### src/rtl/easy_axi_slv.sv
// easy_axi_slv: AXI read-side responder.
//
// Accepts AR requests into an in-order outstanding FIFO and answers each one
// with a single-beat R response after a programmable wait. The R data is a
// deterministic pattern, zero-extended {arid, araddr}, so that benches driving
// this slave can predict every response.
//
// Optional feature macro: EASYAXI_SLV_DECERR_EN
//   When defined, requests with araddr >= ADDR_LIMIT are answered with
//   rresp=2'b11 (DECERR) and rdata=0. They keep the same latency and ordering.
//
// Parameters:
//   OST_DEPTH   outstanding FIFO depth (power of two, >= 2)
//   RD_LATENCY  wait cycles before the head request is answered (>= 1)
//   ADDR_LIMIT  first address outside the decoded region (DECERR build only)
//
// Ports:
//   clk              clock
//   rst              synchronous active-high reset
//   axi_slv_arvalid  AR valid (in)
//   axi_slv_arready  AR ready (out), high while the FIFO is not full
//   axi_slv_arid     AR ID (in)
//   axi_slv_araddr   AR address (in)
//   axi_slv_rvalid   R valid (out)
//   axi_slv_rready   R ready (in)
//   axi_slv_rid      R ID (out), echoes the answered arid
//   axi_slv_rdata    R data (out)
//   axi_slv_rresp    R response (out), OKAY or DECERR
//   axi_slv_rlast    R last (out), high with every beat

`ifndef AXI_ID_WIDTH
`define AXI_ID_WIDTH 4
`endif
`ifndef AXI_ADDR_WIDTH
`define AXI_ADDR_WIDTH 16
`endif
`ifndef AXI_DATA_WIDTH
`define AXI_DATA_WIDTH 32
`endif

module easy_axi_slv #(
  parameter int                          OST_DEPTH  = 4,
  parameter int                          RD_LATENCY = 2,
  parameter logic [`AXI_ADDR_WIDTH-1:0]  ADDR_LIMIT = 16'h0100
) (
  input  logic                        clk,
  input  logic                        rst,
  input  logic                        axi_slv_arvalid,
  output logic                        axi_slv_arready,
  input  logic [`AXI_ID_WIDTH-1:0]    axi_slv_arid,
  input  logic [`AXI_ADDR_WIDTH-1:0]  axi_slv_araddr,
  output logic                        axi_slv_rvalid,
  input  logic                        axi_slv_rready,
  output logic [`AXI_ID_WIDTH-1:0]    axi_slv_rid,
  output logic [`AXI_DATA_WIDTH-1:0]  axi_slv_rdata,
  output logic [1:0]                  axi_slv_rresp,
  output logic                        axi_slv_rlast
);

  localparam int IW = `AXI_ID_WIDTH;
  localparam int AW = `AXI_ADDR_WIDTH;
  localparam int DW = `AXI_DATA_WIDTH;
  localparam int PW = $clog2(OST_DEPTH);
  localparam int CW = PW + 1;
  localparam int LW = (RD_LATENCY > 1) ? $clog2(RD_LATENCY) : 1;

  localparam logic [CW-1:0] FULL     = CW'(OST_DEPTH);
  localparam logic [LW-1:0] LAST_CNT = LW'(RD_LATENCY - 1);

  typedef enum logic [1:0] {
    S_IDLE,
    S_WAIT,
    S_RESP
  } state_t;

  state_t          state;
  state_t          next_state;
  logic [LW-1:0]   cnt;
  logic [LW-1:0]   next_cnt;
  logic            load_resp;

  logic [IW-1:0]   fifo_id   [OST_DEPTH];
  logic [AW-1:0]   fifo_addr [OST_DEPTH];
  logic [PW-1:0]   wr_ptr;
  logic [PW-1:0]   rd_ptr;
  logic [CW-1:0]   count;
  logic [CW-1:0]   count_next;

  logic            push;
  logic            pop;
  logic [IW-1:0]   head_id;
  logic [AW-1:0]   head_addr;
  logic [DW-1:0]   resp_data;
  logic [1:0]      resp_code;

  logic [IW-1:0]   rid_q;
  logic [DW-1:0]   rdata_q;
  logic [1:0]      rresp_q;

  // Ready comes only from the registered count, so a pop in the same cycle
  // never opens a slot early when the FIFO is full.
  assign axi_slv_arready = (count != FULL);
  assign push            = axi_slv_arvalid & axi_slv_arready;
  assign pop             = (state == S_RESP) & axi_slv_rready;
  assign count_next      = count + CW'(push) - CW'(pop);

  assign head_id   = fifo_id[rd_ptr];
  assign head_addr = fifo_addr[rd_ptr];

`ifdef EASYAXI_SLV_DECERR_EN
  // Out-of-range requests are still answered in order, just with DECERR.
  always_comb begin
    resp_data = DW'({head_id, head_addr});
    resp_code = 2'b00;
    if (head_addr >= ADDR_LIMIT) begin
      resp_data = '0;
      resp_code = 2'b11;
    end
  end
`else
  always_comb begin
    resp_data = DW'({head_id, head_addr});
    resp_code = 2'b00;
  end
`endif

  // FIFO storage carries no reset; validity is tracked by count alone.
  always_ff @(posedge clk) begin
    if (push) begin
      fifo_id[wr_ptr]   <= axi_slv_arid;
      fifo_addr[wr_ptr] <= axi_slv_araddr;
    end
  end

  // Pointers wrap naturally because the depth is a power of two.
  always_ff @(posedge clk) begin
    if (rst) begin
      wr_ptr <= '0;
      rd_ptr <= '0;
      count  <= '0;
    end else begin
      if (push) begin
        wr_ptr <= wr_ptr + PW'(1);
      end
      if (pop) begin
        rd_ptr <= rd_ptr + PW'(1);
      end
      count <= count_next;
    end
  end

  always_ff @(posedge clk) begin
    if (rst) begin
      state <= S_IDLE;
      cnt   <= '0;
    end else begin
      state <= next_state;
      cnt   <= next_cnt;
    end
  end

  // Leaving RESP looks at the post-pop count including a same-edge push, so
  // a request arriving exactly at the handshake is not parked in IDLE.
  always_comb begin
    next_state = state;
    next_cnt   = cnt;
    load_resp  = 1'b0;
    case (state)
      S_IDLE: begin
        if (count != '0) begin
          next_state = S_WAIT;
          next_cnt   = '0;
        end
      end
      S_WAIT: begin
        if (cnt == LAST_CNT) begin
          next_state = S_RESP;
          load_resp  = 1'b1;
        end else begin
          next_cnt = cnt + LW'(1);
        end
      end
      S_RESP: begin
        if (axi_slv_rready) begin
          next_cnt   = '0;
          next_state = (count_next != '0) ? S_WAIT : S_IDLE;
        end
      end
      default: begin
        next_state = S_IDLE;
        next_cnt   = '0;
      end
    endcase
  end

  // The payload is captured once on entry to RESP and held until the next
  // load, which keeps it stable while the master stalls rready.
  always_ff @(posedge clk) begin
    if (rst) begin
      rid_q   <= '0;
      rdata_q <= '0;
      rresp_q <= '0;
    end else if (load_resp) begin
      rid_q   <= head_id;
      rdata_q <= resp_data;
      rresp_q <= resp_code;
    end
  end

  assign axi_slv_rvalid = (state == S_RESP);
  assign axi_slv_rlast  = (state == S_RESP);
  assign axi_slv_rid    = rid_q;
  assign axi_slv_rdata  = rdata_q;
  assign axi_slv_rresp  = rresp_q;

endmodule

### config.mk
export PLATFORM = sky130hd
export DESIGN_NAME = easy_axi_slv
export DESIGN_NICKNAME = d
export VERILOG_FILES = /design/src/rtl/easy_axi_slv.sv
export SDC_FILE = /design/constraint.sdc
export NUM_CORES = 1
export LEC_CHECK = 0
export ABC_AREA = 1
export CAP_MARGIN = 20
export CORE_UTILIZATION = 40
export CTS_CLUSTER_DIAMETER = 50
export CTS_CLUSTER_SIZE = 16
export DETAILED_ROUTE_END_ITERATION = 8
export DONT_BUFFER_PORTS = 1
export PLACE_DENSITY = 0.51
export RECOVER_POWER = 25
export SYNTH_ARGS = -nofsm -noshare
export SYNTH_HDL_FRONTEND = slang
export SYNTH_SLANG_ARGS = --single-unit
### constraint.sdc
create_clock -name clk -period 2.5 [get_ports clk]
set_input_delay 0.375 -clock clk [delete_from_list [all_inputs] [get_ports clk]]
set_output_delay 0.375 -clock clk [all_outputs]
set_load 0.02 [all_outputs]
# After elaboration in Yosys (flattened, before gate mapping)
# Memories as Yosys holds them, arrays and structs flattened. A register that Yosys moved wholly into a read port is not among the register bits.
# Index checks and enable logic that the tools add are counted.
# W data, S select, Z words.
[totals]
reg_bits = 34
ramBits = 80
input_bits = 24
n_memories = 2
[memory_table]
columns = ["name", "words", "width", "read_ports", "rd_clocked_by_memory_dff", "wr", "line_no", "rtl"]
rows = [
  ["fifo_addr", 4, 16, 1, 1, 1, "83", "logic [AW-1:0] fifo_addr [OST_DEPTH];"],
  ["fifo_id", 4, 4, 1, 1, 1, "82", "logic [IW-1:0] fifo_id [OST_DEPTH];"],
]
[op_classes]
addsub = 5
eq_ne = 6
mux = 15
bitwise = 2
n_reduce_logical = 5
[ops]
columns = ["op", "count"]
rows = [
  ["$mux W2", 5],
  ["$mux W1", 8],
  ["$ne A2 B2 Y1 const B", 3],
  ["$pmux W2 S3", 1],
  ["$reduce_bool A3 Y1", 2],
  ["$add A2 B1 Y2 const B", 2],
  ["$add A3 B1 Y3", 1],
  ["$ne A3 B3 Y1 const B", 1],
  ["$pmux W1 S3", 1],
  ["$reduce_and A3 Y1", 1],
  ["$sub A3 B1 Y3", 1],
  ["$and A1 B1 Y1", 2],
  ["$eq A2 B1 Y1 const B", 1],
  ["$eq A2 B2 Y1 const B", 1],
  ["$logic_not A2 Y1", 1],
  ["$reduce_and A2 Y1", 1],
  ["$add A1 B1 Y1 const B", 1],
]

# Longest topological paths before layout
# Gate-level depths: netlist of the first run.
[depth]
ltp_word = 8
mapped_depth = 12
ltp_nobuf = 12

# Worst setup path after synthesis of the first run
# OpenSTA, ideal clock, no wires.
[synth_timing]
path_type = "register -> register"
from = "register count[1]"
to = "register state[0]"
arrival_time_ns = 2.016
required_ns = 2.366
path_slack_ns = 0.350
path_stages_with_launch = 12
path_buffers = 0
path_cell_list = "dfxtp_1 nor2_1 nand2_1 nand2_2 ha_1 inv_1 ha_1 fa_1 nor3_1 nand3_1 nand2_1 a21oi_1"
[synth_between]
elab_chain_cells = 8
word_cells_on_any_way = 11
cone_classes = "add/sub: 2; eq/ne: 2; mux: 3; bitwise: 1; reduce/logical: 3"
[synth_lines]
columns = ["element", "line_no", "rtl"]
rows = [
  ["from (decl)", "86", "logic [CW-1:0] count;"],
  ["from (signal assigned)", "148", "count <= count_next;"],
  ["$ne A3 B3 Y1", "102", "assign axi_slv_arready = (count != FULL);"],
  ["via axi_slv_arready", "49", "output logic axi_slv_arready,"],
  ["$and A1 B1 Y1", "103", "assign push = axi_slv_arvalid & axi_slv_arready;"],
  ["$add A3 B1 Y3", "105", "assign count_next = count + CW'(push) - CW'(pop);"],
  ["$sub A3 B1 Y3", "105", ""],
  ["via count_next[1]", "87", "logic [CW-1:0] count_next;"],
  ["$reduce_bool A3 Y1", "186", "next_state = (count_next != '0) ? S_WAIT : S_IDLE;"],
  ["$mux W1", "186", ""],
  ["$mux W2", "184", "if (axi_slv_rready) begin"],
  ["$pmux W2 S3", "168", "case (state)"],
  ["to (signal assigned)", "157", "state <= next_state;"],
  ["to (decl)", "76", "state_t state;"],
]
# The timed path passes the listed nets, and every way through them passes these cells. The select of a mux whose other input is x is not followed.
# A chain may end at the register's enable or synchronous reset.

# Worst setup path in the final report of the first run
# Same ends and word-level chain as after synthesis.

==> results of run 1 <==
state kept, by name, summed over array words and instances, names as in the netlist, named ones only:
signal / cells
fifo_addr: 64
cnt: 1
rd_ptr: 2
state: 2
count: 3
fifo_id: 16
axi_slv_rdata: 16
wr_ptr: 2
axi_slv_rid: 4
area by class of cell:
class / instances / share of cell area [%]
repair buffers: 10 / 2.01
flip-flops and latches: 112 / 61.2
inverters: 62 / 4.78
clock inverters: 3 / 0.327
multi-input cells: 244 / 23.1
clock buffers: 13 / 5.03
well taps: 143 / 3.60
cell usage in the layout, fill, tap and decap left out, types with 2 or more instances in the layout:
cell type / instances
nor2_2: 4
nand3_1: 4
inv_4: 3
inv_1: 59
buf_12: 2
nor2_1: 86
o21ai_0: 13
a21oi_1: 27
clkbuf_1: 3
buf_4: 8
conb_1: 14
dfxtp_1: 32
edfxtp_1: 80
ha_1: 6
clkbuf_16: 9
o21bai_1: 2
nand2_1: 32
clkinv_2: 2
o21ai_1: 48
worst paths after layout:
check | to | slack, ns | start
max | state[0]$_SDFFE_PP0P_ | 0.31 | count[1]$_SDFF_PP0_
min | state[1]$_SDFFE_PP0P_ | 0.11 | rst
min reg2reg | cnt$_SDFFE_PP0P_ | 0.49 | cnt$_SDFFE_PP0P_
max reg2reg | state[0]$_SDFFE_PP0P_ | 0.31 | count[1]$_SDFF_PP0_
where the power goes:
part           switching (W)  internal, W  leakage, nW
logic               0.000348     0.000178        0.852
clock network       0.000620     0.000703        0.134
registers           0.000151      0.00219        0.993
total                0.00112      0.00307         1.98
per-layer routing:
metal / track usage, % / share of wire (%) / up-vias
met4: 8.10 / 2.2 / 0
li1: - / - / 1405
met1: 20.0 / 46 / 1285
met3: 4.03 / 4.3 / 11
met2: 26.3 / 48 / 51
met5: 0 / 0 / -
cells by family after synthesis:
kind of cell | Yosys count | synth area share [%]
AND/OR/NAND/NOR | 132 | 11.4
flip-flops | 112 | 65.4
buffers and inverters | 99 | 11.2
AO/OA/AOI/OAI | 91 | 9.94
adder cells (fa/ha/maj) | 7 | 2.04
other | 1 | 0.0805
through the flow:
stage | cells | power, W | worst slack, ns | utilization [%] | hold slack [ns]
floorplan | 455 | 0.00281 | 0.350 | - | 0.460
global placement | 571 | 0.00291 | 0.345 | 41.4 | 0.456
detailed placement | 571 | 0.00292 | 0.301 | 41.4 | 0.460
CTS | 587 | 0.00425 | 0.280 | 43.8 | 0.0799
global route | 587 | 0.00440 | 0.173 | 43.8 | 0.0832
finish | 587 | 0.00419 | 0.305 | 43.8 | 0.108
==> results by group, run 1 <==
Run status
  – Status: complete, no violations

Global routing
  – Initial antenna violation count: 0
  – Total track usage: 16.2%
  – Largest net degree at the start of global routing: 42
  – Grt total ovfl: 0
  – First-pass GRT wire length: approximately 14000 um
  – Vias in the first global route: 2638

Synthesis
  – Yosys reg bits: 112
  – Area leader, netlist: edfxtp_1
  – Most frequent cell after synthesis: nor2_1
  – Main area contributors after synthesis: edfxtp_1 52%, dfxtp_1 14%, nor2_1 7.3%, o21ai_1 5.2%, inv_1 4.8%
  – Register area share after synthesis: 65.4%
  – Number of flops mapped to enable cells by yosys: 80
  – Cell Area, Synth: between 0.004 and 0.005 sq mm
  – Top FF cell, synth: edfxtp_1
  – Post-synth top cells: 90 x nor2_1, 80 x edfxtp_1, 59 x inv_1
  – Ys async rst share: 0%
  – Post-synthesis instance total: around 440
  – Yosys warnings: 0
  – Synth top area share: 51.6%
  – Yosys cell types: 27
  – Syn avg cell area: 10.5 sq um

Die
  – Row cnt: 39
  – Ports: 65
  – DIE AREA: 0.0121 sq mm
  – Horiz. Die Dim: ~110 um
  – Starting Density: between 40% and 50%
  – Die height: between 100 and 150 um
  – Core area: about 0.011 sq mm

Worst setup path
  – Delay-heaviest family, CP: adder cells
  – CP cell instances: nor2_1 -> nand2_1 -> nand2_2 -> ha_1 -> inv_1 -> ha_1 -> fa_1 -> nor3_1 -> nand3_1 -> nand2_1 -> a21oi_1
  – Critical path class: reg -> reg
  – CP Max Fanout: 3
  – CP endpoint kind: flip-flop
  – Startpoint Class: flip-flop
  – Critical Path Slowest Stage Cell: fa_1
  – Crit path buffers/inverters: 1
  – Critical Path RT: between 2 and 3 ns
  – Register-to-Register Path Depth: 11
  – Worst Path Arrival: 2.44 ns
  – Largest stage delay on the critical path: approximately 0.46 ns
  – Critical Path Stages: 11

Clocking
  – Post_cts resized: 0
  – CTS tree: yes
  – CTS clk-pin slew, worst paths: 0.07 ns
  – H-tree Lvls: 3
  – Clock Latency Late Sink: 0.34 ns
  – CTS Buf Count: 9
  – Buffer count from post-CTS setup fixing: 0
  – Clk sinks: 112
  – Max Root-Sink Buffers: 2
  – CTS root buf: clkbuf_16
  – Hold_buf cts: 0

Hold path
  – Worst min-delay path class: in -> reg
  – Hold path depth: 1

Finish
  – Layout filler cell count: ~1100
  – Multi-input gate area in the final layout: 0.00115 sq mm
  – Design area: 0.00498 sq mm
  – Final-stage net count: 470
  – P&R area growth vs syn: 6.88%
  – Layout cell share with drive strength beyond 1: between 7 and 8%
  – FF+latch area: 0.00304 sq mm
  – # diodes: 0

Detailed routing
  – Wire length per cell: 14.8 um
  – DRT antenna net count: 0
  – Initial DRC Count: 144
  – DRC viols: 0
  – Vias/cell: 4.69
  – Via count: around 2800
  – DRT Pass-1 Iters: 5
  – Routed WL: 8670 um

STA
  – Max Clock Skew: 0.00683 ns
  – Hold Fails Final Rpt: 0
  – Crit path time final: 2.19 ns
  – Final worst path period share: between 80% and 90%
  – Final Max Slew Viols: 0
  – Setup-failing EPs final: 0
  – RSZ-0062 raised after global routing: no
  – Setup TNS Final: 0 ns
  – Fmax achieved: 456 MHz

Power and ir drop
  – Peak supply drop: between 0.0003 and 0.0004 V
  – Leak pwr: 1.98 nW
  – Pwr/cell area: 842 mW/mm^2

Placed design
  – DP Area: 0.00471 sq mm
  – Final GP Congestion: 0.710
  – IO Port Bufs: 0
  – HPWL Detailed: 5440 um

Run
  – Max cap viols: 0
(Power assumes the default switching activity.)
==> run 2, diff against run 1 <==
==> constraint.sdc (replaced) <==
create_clock -name clk -period 2.5 [get_ports clk]
set_input_delay 0.5 -clock clk [delete_from_list [all_inputs] [get_ports clk]]
set_output_delay 0.5 -clock clk [all_outputs]
set_load 0.02 [all_outputs]
==> run 2 against run 1 <==
Via count fell by 0.65%. Critical path depth did not move. Critical path type unchanged. Fmax is 0.41% lower. Core utilization hardly changed. Largest power group unchanged. First-iteration DRC count is 45% lower. Worst hold slack gained 0.12 ns. Largest cell class unchanged.
==> results by group, run 2 (synthesized netlist as in run 1, its figures left out) <==
Clocking
  – Hold_buf cts: 0
  – CTS root buf: clkbuf_16
  – Buffer count from post-CTS setup fixing: 0
  – Post_cts resized: 0
  – H-tree Lvls: 3
  – Max Root-Sink Buffers: 2
  – CTS Buf Count: 9
  – Clock Latency Late Sink: approximately 0.34 ns
  – Clk sinks: 112
  – CTS clk-pin slew, worst paths: 0.07 ns
  – CTS tree: yes

STA
  – Hold Fails Final Rpt: 0
  – Final Max Slew Viols: 0
  – Setup TNS Final: 0 ns
  – Setup WS post-layout: 0.296 ns
  – RSZ-0062 raised after global routing: no
  – Relative slew slack: between 60 and 70%
  – Setup-failing EPs final: 0
  – Max Clock Skew: 0.00803 ns
  – Fmax achieved: 454 MHz
  – Crit path time final: between 2 and 2.5 ns
  – Slew at the pin closest to its max-slew limit: 0.585 ns
  – Final worst path period share: 88.2%

Power and ir drop
  – Pwr/cell area: 836 mW/mm^2
  – Comb pwr share: 12.5%
  – Switching power share of the total: 26.9%
  – Int Pwr: 0.00304 W
  – Psw: 0.00112 W
  – Leak pwr: 1.98 nW
  – Clock power share: between 30% and 40%
  – Register share of total power: 56.3%
  – Peak supply drop: 0.000315 V

Die
  – Starting Density: 40.9%
  – Ports: 65
  – Die height: 110 um
  – Row cnt: 39
  – Horiz. Die Dim: 110 um
  – Core area: 0.0114 sq mm
  – DIE AREA: 0.0121 sq mm

Worst setup path
  – Critical path class: reg -> reg
  – Critical Path Stages: 11
  – Delay-heaviest family, CP: adder cells
  – Worst Path Arrival: approximately 2.5 ns
  – Critical Path RT: ~2.7 ns
  – CP Max Fanout: 3
  – Critical Path Slowest Stage Cell: fa_1
  – Startpoint Class: flip-flop
  – Register-to-Register Path Depth: 11
  – Largest stage delay on the critical path: 0.47 ns
  – CP cell instances: nor2_1 -> nand2_1 -> nand2_2 -> ha_1 -> inv_1 -> ha_1 -> fa_1 -> nor3_1 -> nand3_1 -> nand2_1 -> a21oi_1
  – Crit path buffers/inverters: 1
  – CP endpoint kind: flip-flop

Detailed routing
  – Vias/cell: 4.64
  – DRT antenna net count: 0
  – Wire length per cell: roughly 15 um
  – DRT Pass-1 Iters: 4
  – DRC viols: 0
  – Routed WL: about 8600 um
  – Via count: 2734
  – Initial DRC Count: 79

Finish
  – Most frequent cells in the layout: 86 x nor2_1, 80 x edfxtp_1, 59 x inv_1
  – Layout filler cell count: 1057
  – Layout cell share with drive strength beyond 1: approximately 8.5%
  – P&R area growth vs syn: 6.93%
  – Most common cell after layout, fill and taps aside: nor2_1
  – Largest Register: fifo_addr
  – Max FFs per register: 64
  – # diodes: 0
  – Final-stage net count: 472

Placed design
  – Placement Setup Slack: 0.320 ns
  – IO Port Bufs: 0
  – Final GP Congestion: 0.714
  – HPWL Detailed: between 5000 and 6000 um

Global routing
  – Vias in the first global route: around 2500
  – Grt total ovfl: 0
  – Total track usage: about 16%
  – First-pass GRT wire length: 13600 um
  – Largest net degree at the start of global routing: 42
  – Initial antenna violation count: 0

Run status
  – Status: complete, no violations

Hold path
  – Hold path depth: 1
  – Worst min-delay path class: in -> reg

Run
  – Max cap viols: 0
==> run 2: layout make-up <==
cell class	count	area [sq um]	area share, %
flip-flops and latches	112	3040	61.1
multi-input cells	244	1150	23.1
inverters	62	238	4.78
clock buffers	11	233	4.67
well taps	143	179	3.59
repair buffers	12	103	2.06
clock inverters	5	33.8	0.679
==> run 2: final timing paths <==
| kind | from | to | slack [ns] |
|---|---|---|---|
| max | count[1]$_SDFF_PP0_ | state[0]$_SDFFE_PP0P_ | 0.30 |
| min | rst | count[0]$_SDFF_PP0_ | 0.23 |
| max reg2reg | count[1]$_SDFF_PP0_ | state[0]$_SDFFE_PP0P_ | 0.30 |
| min reg2reg | cnt$_SDFFE_PP0P_ | cnt$_SDFFE_PP0P_ | 0.49 |
==> run 2: stage by stage <==
stage               instances  instance area (sq um)  total power [W]  hold slack [ns]  util (%)
floorplan                 455                   4700          0.00281            0.460         -
global placement          573                   4710          0.00290            0.471      41.4
detailed placement        573                   4710          0.00292            0.477      41.4
CTS                       589                   4980          0.00422            0.202      43.8
global route              589                   4980          0.00439            0.199      43.8
finish                    589                   4980          0.00416            0.227      43.8
==> run 2: power groups by stage <==
stage          sequential, W  combinational [W]  clock [W]
2_1_floorplan        0.00235           0.000452          0
3_3_place_gp         0.00238           0.000520          0
3_5_place_dp         0.00239           0.000528          0
4_1_cts              0.00235           0.000531    0.00134
5_1_grt              0.00237           0.000602    0.00142
6_report             0.00234           0.000520    0.00130
==> run 2: layer usage <==
layer / wire length, um / global-route usage [%] / up-vias
met5: 0 / 0 / -
met4: 133 / 6.29 / 0
met3: 432 / 4.74 / 11
met2: 4020 / 24.9 / 51
met1: 3990 / 19.8 / 1259
li1: - / - / 1413
